<file path="src/rtl/datapath_hazard_if.sv">
// Bus between the hazard-protected MIPS datapath, its controller and imem/dmem.
// stallD means "not ready": the instruction in ID is held and flushE bubbles the EX control bits.
interface datapath_hazard_if;
  logic        regwriteE, regwriteM, regwriteW;
  logic        memtoregE, memtoregM, memtoregW;
  logic        regdstE, alusrcE;
  logic [2:0]  alucontrolE;
  logic        branchD, jumpD;
  logic [31:0] instrF, readdataM;
  logic [31:0] pcF, instrD, aluoutM, writedataM;
  logic        overflowE, stallF, stallD, flushE;

  modport master (
    output regwriteE, regwriteM, regwriteW, memtoregE, memtoregM, memtoregW,
           regdstE, alusrcE, alucontrolE, branchD, jumpD, instrF, readdataM,
    input  pcF, instrD, aluoutM, writedataM, overflowE, stallF, stallD, flushE
  );

  modport slave (
    input  regwriteE, regwriteM, regwriteW, memtoregE, memtoregM, memtoregW,
           regdstE, alusrcE, alucontrolE, branchD, jumpD, instrF, readdataM,
    output pcF, instrD, aluoutM, writedataM, overflowE, stallF, stallD, flushE
  );
endinterface

</file>
<file path="src/rtl/datapath_hazard.sv">
// 5-stage MIPS integer datapath with forwarding, load-use/branch interlocks and
// ID-stage branch/jump resolution that squashes the IF/ID register.
module datapath_hazard #(
  parameter logic [31:0] RESET_PC = 32'h0000_0000,
  parameter bit          FWD_EN   = 1'b1
) (
  input logic              clk,
  input logic              rst,
  datapath_hazard_if.slave bus
);
  logic [31:0] pc_q, pc_d;
  logic [31:0] instrd_q, instrd_d, pcplus4d_q, pcplus4d_d;
  logic [31:0] rd1e_q, rd2e_q, imme_q;
  logic [4:0]  rse_q, rte_q, rde_q;
  logic [31:0] aluoutm_q, writedatam_q, aluoutw_q, readdataw_q;
  logic [4:0]  writeregm_q, writeregw_q;
  logic [31:0] rf_q [32];

  logic [4:0]  rsd, rtd, rdd, writerege;
  logic [31:0] signimmd, rd1d, rd2d, cmpad, cmpbd, resultw;
  logic [31:0] pcplus4f, pcbranchd, pcjumpd;
  logic        pcsrcd, redirect, lwstall, branchstall, rawstall, stall;
  logic [31:0] srcae, writedatae, srcbe, sume, diffe, aluoute;
  logic        overflowe;

  function automatic logic src_hit(input logic [4:0] w, input logic [4:0] a, input logic [4:0] b);
    return (w != 5'd0) && ((w == a) || (w == b));
  endfunction

  assign rsd      = instrd_q[25:21];
  assign rtd      = instrd_q[20:16];
  assign rdd      = instrd_q[15:11];
  assign signimmd = {{16{instrd_q[15]}}, instrd_q[15:0]};
  assign resultw  = bus.memtoregW ? readdataw_q : aluoutw_q;

  // Same-cycle WB write is visible to the ID read.
  assign rd1d = (rsd == 5'd0) ? 32'd0 :
                (bus.regwriteW && writeregw_q == rsd) ? resultw : rf_q[rsd];
  assign rd2d = (rtd == 5'd0) ? 32'd0 :
                (bus.regwriteW && writeregw_q == rtd) ? resultw : rf_q[rtd];

  assign cmpad = (FWD_EN && rsd != 5'd0 && bus.regwriteM && writeregm_q == rsd) ? aluoutm_q : rd1d;
  assign cmpbd = (FWD_EN && rtd != 5'd0 && bus.regwriteM && writeregm_q == rtd) ? aluoutm_q : rd2d;

  assign pcsrcd     = bus.branchD && (cmpad == cmpbd);
  assign redirect   = bus.jumpD || pcsrcd;
  assign pcplus4f   = pc_q + 32'd4;
  assign pcbranchd  = pcplus4d_q + (signimmd << 2);
  assign pcjumpd    = {pcplus4d_q[31:28], instrd_q[25:0], 2'b00};
  assign pc_d       = bus.jumpD ? pcjumpd : (pcsrcd ? pcbranchd : pcplus4f);
  assign instrd_d   = redirect ? 32'd0 : bus.instrF;
  assign pcplus4d_d = redirect ? 32'd0 : pcplus4f;

  assign writerege   = bus.regdstE ? rde_q : rte_q;
  assign lwstall     = bus.memtoregE && src_hit(rte_q, rsd, rtd);
  assign branchstall = bus.branchD && ((bus.regwriteE && src_hit(writerege, rsd, rtd)) ||
                                       (bus.memtoregM && src_hit(writeregm_q, rsd, rtd)));
  assign rawstall    = (bus.regwriteE && src_hit(writerege, rsd, rtd)) ||
                       (bus.regwriteM && src_hit(writeregm_q, rsd, rtd)) ||
                       (bus.regwriteW && src_hit(writeregw_q, rsd, rtd));
  assign stall       = FWD_EN ? (lwstall || branchstall) : rawstall;

  // EX operand forwarding: MEM result beats WB result.
  always_comb begin
    srcae = rd1e_q;
    if (FWD_EN && rse_q != 5'd0) begin
      if (bus.regwriteM && writeregm_q == rse_q)      srcae = aluoutm_q;
      else if (bus.regwriteW && writeregw_q == rse_q) srcae = resultw;
    end
  end

  always_comb begin
    writedatae = rd2e_q;
    if (FWD_EN && rte_q != 5'd0) begin
      if (bus.regwriteM && writeregm_q == rte_q)      writedatae = aluoutm_q;
      else if (bus.regwriteW && writeregw_q == rte_q) writedatae = resultw;
    end
  end

  assign srcbe = bus.alusrcE ? imme_q : writedatae;
  assign sume  = srcae + srcbe;
  assign diffe = srcae - srcbe;

  always_comb begin
    aluoute   = 32'd0;
    overflowe = 1'b0;
    case (bus.alucontrolE)
      3'b010: begin
        aluoute   = sume;
        overflowe = (srcae[31] == srcbe[31]) && (sume[31] != srcae[31]);
      end
      3'b110: begin
        aluoute   = diffe;
        overflowe = (srcae[31] != srcbe[31]) && (diffe[31] != srcae[31]);
      end
      3'b000:  aluoute = srcae & srcbe;
      3'b001:  aluoute = srcae | srcbe;
      3'b111:  aluoute = {31'd0, ($signed(srcae) < $signed(srcbe))};
      default: aluoute = 32'd0;
    endcase
  end

  always_ff @(posedge clk) begin
    if (rst && bus.regwriteW && writeregw_q != 5'd0) rf_q[writeregw_q] <= resultw;
  end

  always_ff @(posedge clk) begin
    if (!rst) begin
      pc_q         <= RESET_PC;
      instrd_q     <= 32'd0;
      pcplus4d_q   <= 32'd0;
      rd1e_q       <= 32'd0;
      rd2e_q       <= 32'd0;
      imme_q       <= 32'd0;
      rse_q        <= 5'd0;
      rte_q        <= 5'd0;
      rde_q        <= 5'd0;
      aluoutm_q    <= 32'd0;
      writedatam_q <= 32'd0;
      writeregm_q  <= 5'd0;
      aluoutw_q    <= 32'd0;
      readdataw_q  <= 32'd0;
      writeregw_q  <= 5'd0;
    end else begin
      if (!stall) begin
        pc_q       <= pc_d;
        instrd_q   <= instrd_d;
        pcplus4d_q <= pcplus4d_d;
      end
      if (stall) begin
        rd1e_q <= 32'd0;
        rd2e_q <= 32'd0;
        imme_q <= 32'd0;
        rse_q  <= 5'd0;
        rte_q  <= 5'd0;
        rde_q  <= 5'd0;
      end else begin
        rd1e_q <= rd1d;
        rd2e_q <= rd2d;
        imme_q <= signimmd;
        rse_q  <= rsd;
        rte_q  <= rtd;
        rde_q  <= rdd;
      end
      aluoutm_q    <= aluoute;
      writedatam_q <= writedatae;
      writeregm_q  <= writerege;
      aluoutw_q    <= aluoutm_q;
      readdataw_q  <= bus.readdataM;
      writeregw_q  <= writeregm_q;
    end
  end

  assign bus.pcF        = pc_q;
  assign bus.instrD     = instrd_q;
  assign bus.aluoutM    = aluoutm_q;
  assign bus.writedataM = writedatam_q;
  assign bus.overflowE  = overflowe;
  assign bus.stallF     = stall;
  assign bus.stallD     = stall;
  assign bus.flushE     = stall;
endmodule

</file>
<file path="src/flat_wrapper.sv">
// flat-port wrapper written by rule: the top's interface ports become plain ports
module datapath_hazard_flat 
#(
  parameter logic [31:0] RESET_PC = 32'h0000_0000,
  parameter bit          FWD_EN   = 1'b1
)
  (clk, rst, bus_regwriteE, bus_regwriteM, bus_regwriteW, bus_memtoregE, bus_memtoregM, bus_memtoregW, bus_regdstE, bus_alusrcE, bus_alucontrolE, bus_branchD, bus_jumpD, bus_instrF, bus_readdataM, bus_pcF, bus_instrD, bus_aluoutM, bus_writedataM, bus_overflowE, bus_stallF, bus_stallD, bus_flushE);
  datapath_hazard_if bus_i ();
  input logic clk;
  input logic rst;
  input wire logic [$bits(bus_i.regwriteE)-1:0] bus_regwriteE;
  input wire logic [$bits(bus_i.regwriteM)-1:0] bus_regwriteM;
  input wire logic [$bits(bus_i.regwriteW)-1:0] bus_regwriteW;
  input wire logic [$bits(bus_i.memtoregE)-1:0] bus_memtoregE;
  input wire logic [$bits(bus_i.memtoregM)-1:0] bus_memtoregM;
  input wire logic [$bits(bus_i.memtoregW)-1:0] bus_memtoregW;
  input wire logic [$bits(bus_i.regdstE)-1:0] bus_regdstE;
  input wire logic [$bits(bus_i.alusrcE)-1:0] bus_alusrcE;
  input wire logic [$bits(bus_i.alucontrolE)-1:0] bus_alucontrolE;
  input wire logic [$bits(bus_i.branchD)-1:0] bus_branchD;
  input wire logic [$bits(bus_i.jumpD)-1:0] bus_jumpD;
  input wire logic [$bits(bus_i.instrF)-1:0] bus_instrF;
  input wire logic [$bits(bus_i.readdataM)-1:0] bus_readdataM;
  output wire logic [$bits(bus_i.pcF)-1:0] bus_pcF;
  output wire logic [$bits(bus_i.instrD)-1:0] bus_instrD;
  output wire logic [$bits(bus_i.aluoutM)-1:0] bus_aluoutM;
  output wire logic [$bits(bus_i.writedataM)-1:0] bus_writedataM;
  output wire logic [$bits(bus_i.overflowE)-1:0] bus_overflowE;
  output wire logic [$bits(bus_i.stallF)-1:0] bus_stallF;
  output wire logic [$bits(bus_i.stallD)-1:0] bus_stallD;
  output wire logic [$bits(bus_i.flushE)-1:0] bus_flushE;
  assign bus_i.regwriteE = bus_regwriteE;
  assign bus_i.regwriteM = bus_regwriteM;
  assign bus_i.regwriteW = bus_regwriteW;
  assign bus_i.memtoregE = bus_memtoregE;
  assign bus_i.memtoregM = bus_memtoregM;
  assign bus_i.memtoregW = bus_memtoregW;
  assign bus_i.regdstE = bus_regdstE;
  assign bus_i.alusrcE = bus_alusrcE;
  assign bus_i.alucontrolE = bus_alucontrolE;
  assign bus_i.branchD = bus_branchD;
  assign bus_i.jumpD = bus_jumpD;
  assign bus_i.instrF = bus_instrF;
  assign bus_i.readdataM = bus_readdataM;
  assign bus_pcF = bus_i.pcF;
  assign bus_instrD = bus_i.instrD;
  assign bus_aluoutM = bus_i.aluoutM;
  assign bus_writedataM = bus_i.writedataM;
  assign bus_overflowE = bus_i.overflowE;
  assign bus_stallF = bus_i.stallF;
  assign bus_stallD = bus_i.stallD;
  assign bus_flushE = bus_i.flushE;
  datapath_hazard #(.RESET_PC(RESET_PC), .FWD_EN(FWD_EN)) u_core (.clk(clk), .rst(rst), .bus(bus_i));
endmodule
</file>
<file path="config.mk">
export PLATFORM = sky130hd
export DESIGN_NAME = datapath_hazard_flat
export DESIGN_NICKNAME = d
export VERILOG_FILES = /design/src/rtl/datapath_hazard_if.sv /design/src/rtl/datapath_hazard.sv /design/src/flat_wrapper.sv
export SDC_FILE = /design/constraint.sdc
export NUM_CORES = 2
export LEC_CHECK = 0
export ABC_AREA = 1
export CORE_MARGIN = 1
export CORE_UTILIZATION = 30
export DETAILED_ROUTE_END_ITERATION = 10
export PLACE_DENSITY = 0.48
export SLEW_MARGIN = 20
export SYNTH_ARGS = -nofsm -noshare
export SYNTH_HDL_FRONTEND = slang
export SYNTH_SLANG_ARGS = --single-unit
</file>
<file path="constraint.sdc">
create_clock -name clk -period 8.4 [get_ports clk]
set_input_delay 1.68 -clock clk [delete_from_list [all_inputs] [get_ports clk]]
set_output_delay 1.68 -clock clk [all_outputs]
set_load 0.005 [all_outputs]
</file>
==> reports/results.ini <==
[die]
start_util_pct=30.3
io_pins=211
fp.dieArea_sq_um=251000
die_w_um=501
core_sq_um=247000
fp-row-count=182
die_y_um=501

[routing]
drtIter0Drc=7734
routed_wl_um=306000
first_pass_iters=9
antenna_left=0
post_drt_wl_per_cell_um=24.6
vias=66500
detail_route.vias_per_cell=5.36
post-route-drc-count=0

[synth]
yosys_warnings=0
synthesis.instances=8891
synth_area_leaders=edfxtp_1, nand2_1, dfxtp_1, nand3_1, o211ai_1
synth_flop_cell=edfxtp_1
yosysTopAreaCell=edfxtp_1
synth_edf_count=1024
synth_cell_types=61
synthMostInstantiatedCell=nand2_1
syn_avg_cell_area_sq_um=8.40
async_flop_share_pct=0
synthesis.area_sq_um=74700
yosys_register_bits=1358
synth-seq-area-share_pct=50.1
synth_top_area_share_pct=41.2
synth_common_cells=nand2_1, nand3_1, inv_1

[timing]
slew_viol_final=0
setup_ws_ns=0.294
post-route-period-util_pct=96.5
setup_violations=0
worst_pin_slew_ns=1.16
min_period_ns=8.11
clock_skew_ns=0.0343
hold_viol=0
relSlewSlack_pct=22.5
fmax_ghz=0.123

[min_path]
min_from=u_core.bus.instrD[30]
holdPathEnd=u_core.bus.instrD[30]
hp-class=flop to flop
whs_path_depth=2

[finish]
finalInstanceArea_sq_um=85700
multi_input_area_sq_um=30200
instances_no_fill=12400
fin_nets=9198
layout-drive-gt1-share_pct=7.50
final_core_util_pct=34.8
syn_to_final_growth_pct=14.8
n_fill_cell=25200
register_area_sq_um=37500

[setup_path]
cp_slowest_cell=clkdlybuf4s50_1
crit_fanout=6
r2r-end=u_core.bus.aluoutM[30]
crit_family=buffers and inverters
timing.rr.start=u_core.writeregm_q[0]
critical_path_class=primary input to output port
critPathBufInv=9
arrival_ns=6.43
cp-end-kind=output port
setup.worst_path.start_class=primary input
reg2reg_slack_ns=2.55
cp.required_ns=6.72
cp_slowest_stage_delay_ns=0.52
reg2reg_depth=27
crit_top_cell=nand2_1

[cts]
cts_tree=done
cts_num_sinks=1358
cts_inserted_buffers=154
insertion_delay_ns=0.83
cts.path.max_buffers=3
clkSlewWorstSetupHoldPaths_ns=0.06
cts_root_buffer=clkbuf_16
htreeDepth=4

[grt]
grt_pass1_vias=63400
antenna_found_initial=20
grt_pass1_wl_um=439000
grt_max_degree=230
grt_usage_pct=23.7
grt_overflow_total=0

[placement]
dpl.cell_count=12100
post-place-ws_ns=0.0369
portBuffers=210
place_area_sq_um=80600
gp_congestion=0.915
hpwl_um=183000

[run]
max_cap_viol_count=0

[run_status]
outcome=finished, final reports clean

[pwr]
pwr_density_cell_nw_per_um2=219
irDropWorstVdd_mv=0.153
p_leak_nw=33.0

-- final cells by class --
class / instances / share of cell area (%)
Antenna cell: 3 / 0.00876
Clock buffer: 210 / 4.93
Clock inverter: 74 / 0.831
Inverter: 1107 / 4.88
Multi-Input combinational cell: 5830 / 35.3
Sequential cell: 1358 / 43.7
Tap cell: 3312 / 4.83
Timing Repair Buffer: 526 / 5.53
Timing Repair inverter: 1 / 0.00876
-- where the power goes --
group / switching (W) / internal (W)
clock network: 0.00295 / 0.00383
registers: 0.000243 / 0.00742
logic: 0.00294 / 0.00138
total: 0.00614 / 0.0126
-- worst register-to-register path: stages, from the launching register on --
cell and delay (ns):
dfxtp_1 0.50, inv_1 0.21, a221oi_1 0.47, o2111ai_4 0.22, a21oi_2 0.21, buf_4 0.20
clkinvlp_4 0.19, buf_4 0.20, nand2_1 0.07, nand2_1 0.06, o21ai_0 0.22, inv_1 0.10
ha_1 0.37, buf_4 0.18, nand2_1 0.05, nand2_1 0.07, a31oi_1 0.15, nand2_1 0.07
a21oi_1 0.30, o21ai_0 0.25, a21boi_0 0.49, o21ai_0 0.24, a21oi_1 0.36, o21ai_0 0.16
xor2_1 0.15, o21bai_1 0.07, nor2_1 0.12, nor2_1 0.05
-- routing by layer --
metal / wire length (um) / GRT usage (%)
met1: 133000 / 32.3
met2: 136000 / 37.1
met3: 24400 / 3.99
met4: 12800 / 9.86
met5: 207 / 0
-- how the worst max path moves through the flow --
stage | from | to | slack [ns] | cells past startpoint
floorplan | bus_memtoregW | bus_overflowE | 0.79 | 27
global placement | bus_regwriteM | bus_overflowE | 0.04 | 27
detailed placement | bus_regwriteM | bus_overflowE | 0.04 | 27
CTS | bus_regwriteM | bus_overflowE | 0.03 | 27
global route | bus_regwriteM | bus_overflowE | -0.02 | 29
finish | bus_regwriteM | bus_overflowE | 0.29 | 26
-- flip-flops by register name (all words and copies together), names as in the netlist, named ones only --
register,count
u_core.aluoutw_q,32
u_core.bus.aluoutM,32
u_core.bus.instrD,32
u_core.bus.pcF,32
u_core.bus.writedataM,32
u_core.imme_q,11
u_core.pcplus4d_q,32
u_core.rd1e_q,32
u_core.rd2e_q,32
u_core.rde_q,5
u_core.readdataw_q,32
u_core.rf_q,1024
u_core.rse_q,5
u_core.rte_q,5
u_core.writeregm_q,5
u_core.writeregw_q,5
-- cell families (layout without fill, tap and decap cells) --
group                    Yosys count  in the layout  synth area share [%]
buffers and inverters           1734           1918                  10.1
other                              1             35               0.00502
XOR/XNOR                          75             75                 0.880
flip-flops                      1358           1358                  50.1
multiplexers                      12             12                 0.181
AO/OA/AOI/OAI                   1861           1861                  15.0
adder cells (fa/ha/maj)          141            141                  2.39
AND/OR/NAND/NOR                 3709           3709                  21.4
-- placed cells by master (no fill, tap or decap), types with 9 or more instances in the layout --
cell,netlist,final
clkinv_2,0,19
bufinv_16,0,9
a31oi_1,22,21
o22ai_1,24,24
nand2_1,1858,1855
nor3_1,24,21
buf_4,40,295
o211ai_1,583,583
clkbuf_1,222,44
o21ai_0,465,453
inv_6,0,9
a21oi_1,601,595
inv_1,1088,1075
o21ai_1,56,64
clkbuf_16,0,158
mux2_2,12,12
o21a_1,26,26
a32oi_1,11,9
clkinv_1,6,34
dfxtp_1,334,324
or2_1,18,18
nor2_4,0,28
nand4_1,55,55
nor2_1,406,376
or2_2,33,33
xor2_1,60,60
conb_1,1,32
ha_1,138,137
clkdlybuf4s50_1,0,208
dfxtp_4,0,10
xnor2_1,15,15
nand3_1,1288,1285
buf_12,0,19
edfxtp_1,1024,1024
inv_2,11,17
a221oi_1,15,14
-- through the flow --
stage / power [W] / setup TNS [ns] / hold WS (ns)
5_1_grt: 0.0195 / -0.0235 / 0.489
6_report: 0.0188 / 0 / 0.470
3_3_place_gp: 0.0120 / 0 / 0.456
2_1_floorplan: 0.0102 / 0 / 0.445
3_5_place_dp: 0.0120 / 0 / 0.460
4_1_cts: 0.0188 / 0 / 0.471
-- what timing repair did --
action,4_1_cts,5_1_grt
buffers inserted,0,1
pin swaps,0,3
setup endpoints to repair,1,1
resized for setup,1,37
hold buffers,0,0
gates cloned,0,1
Note: power is estimated with default switching activity, not from simulation.
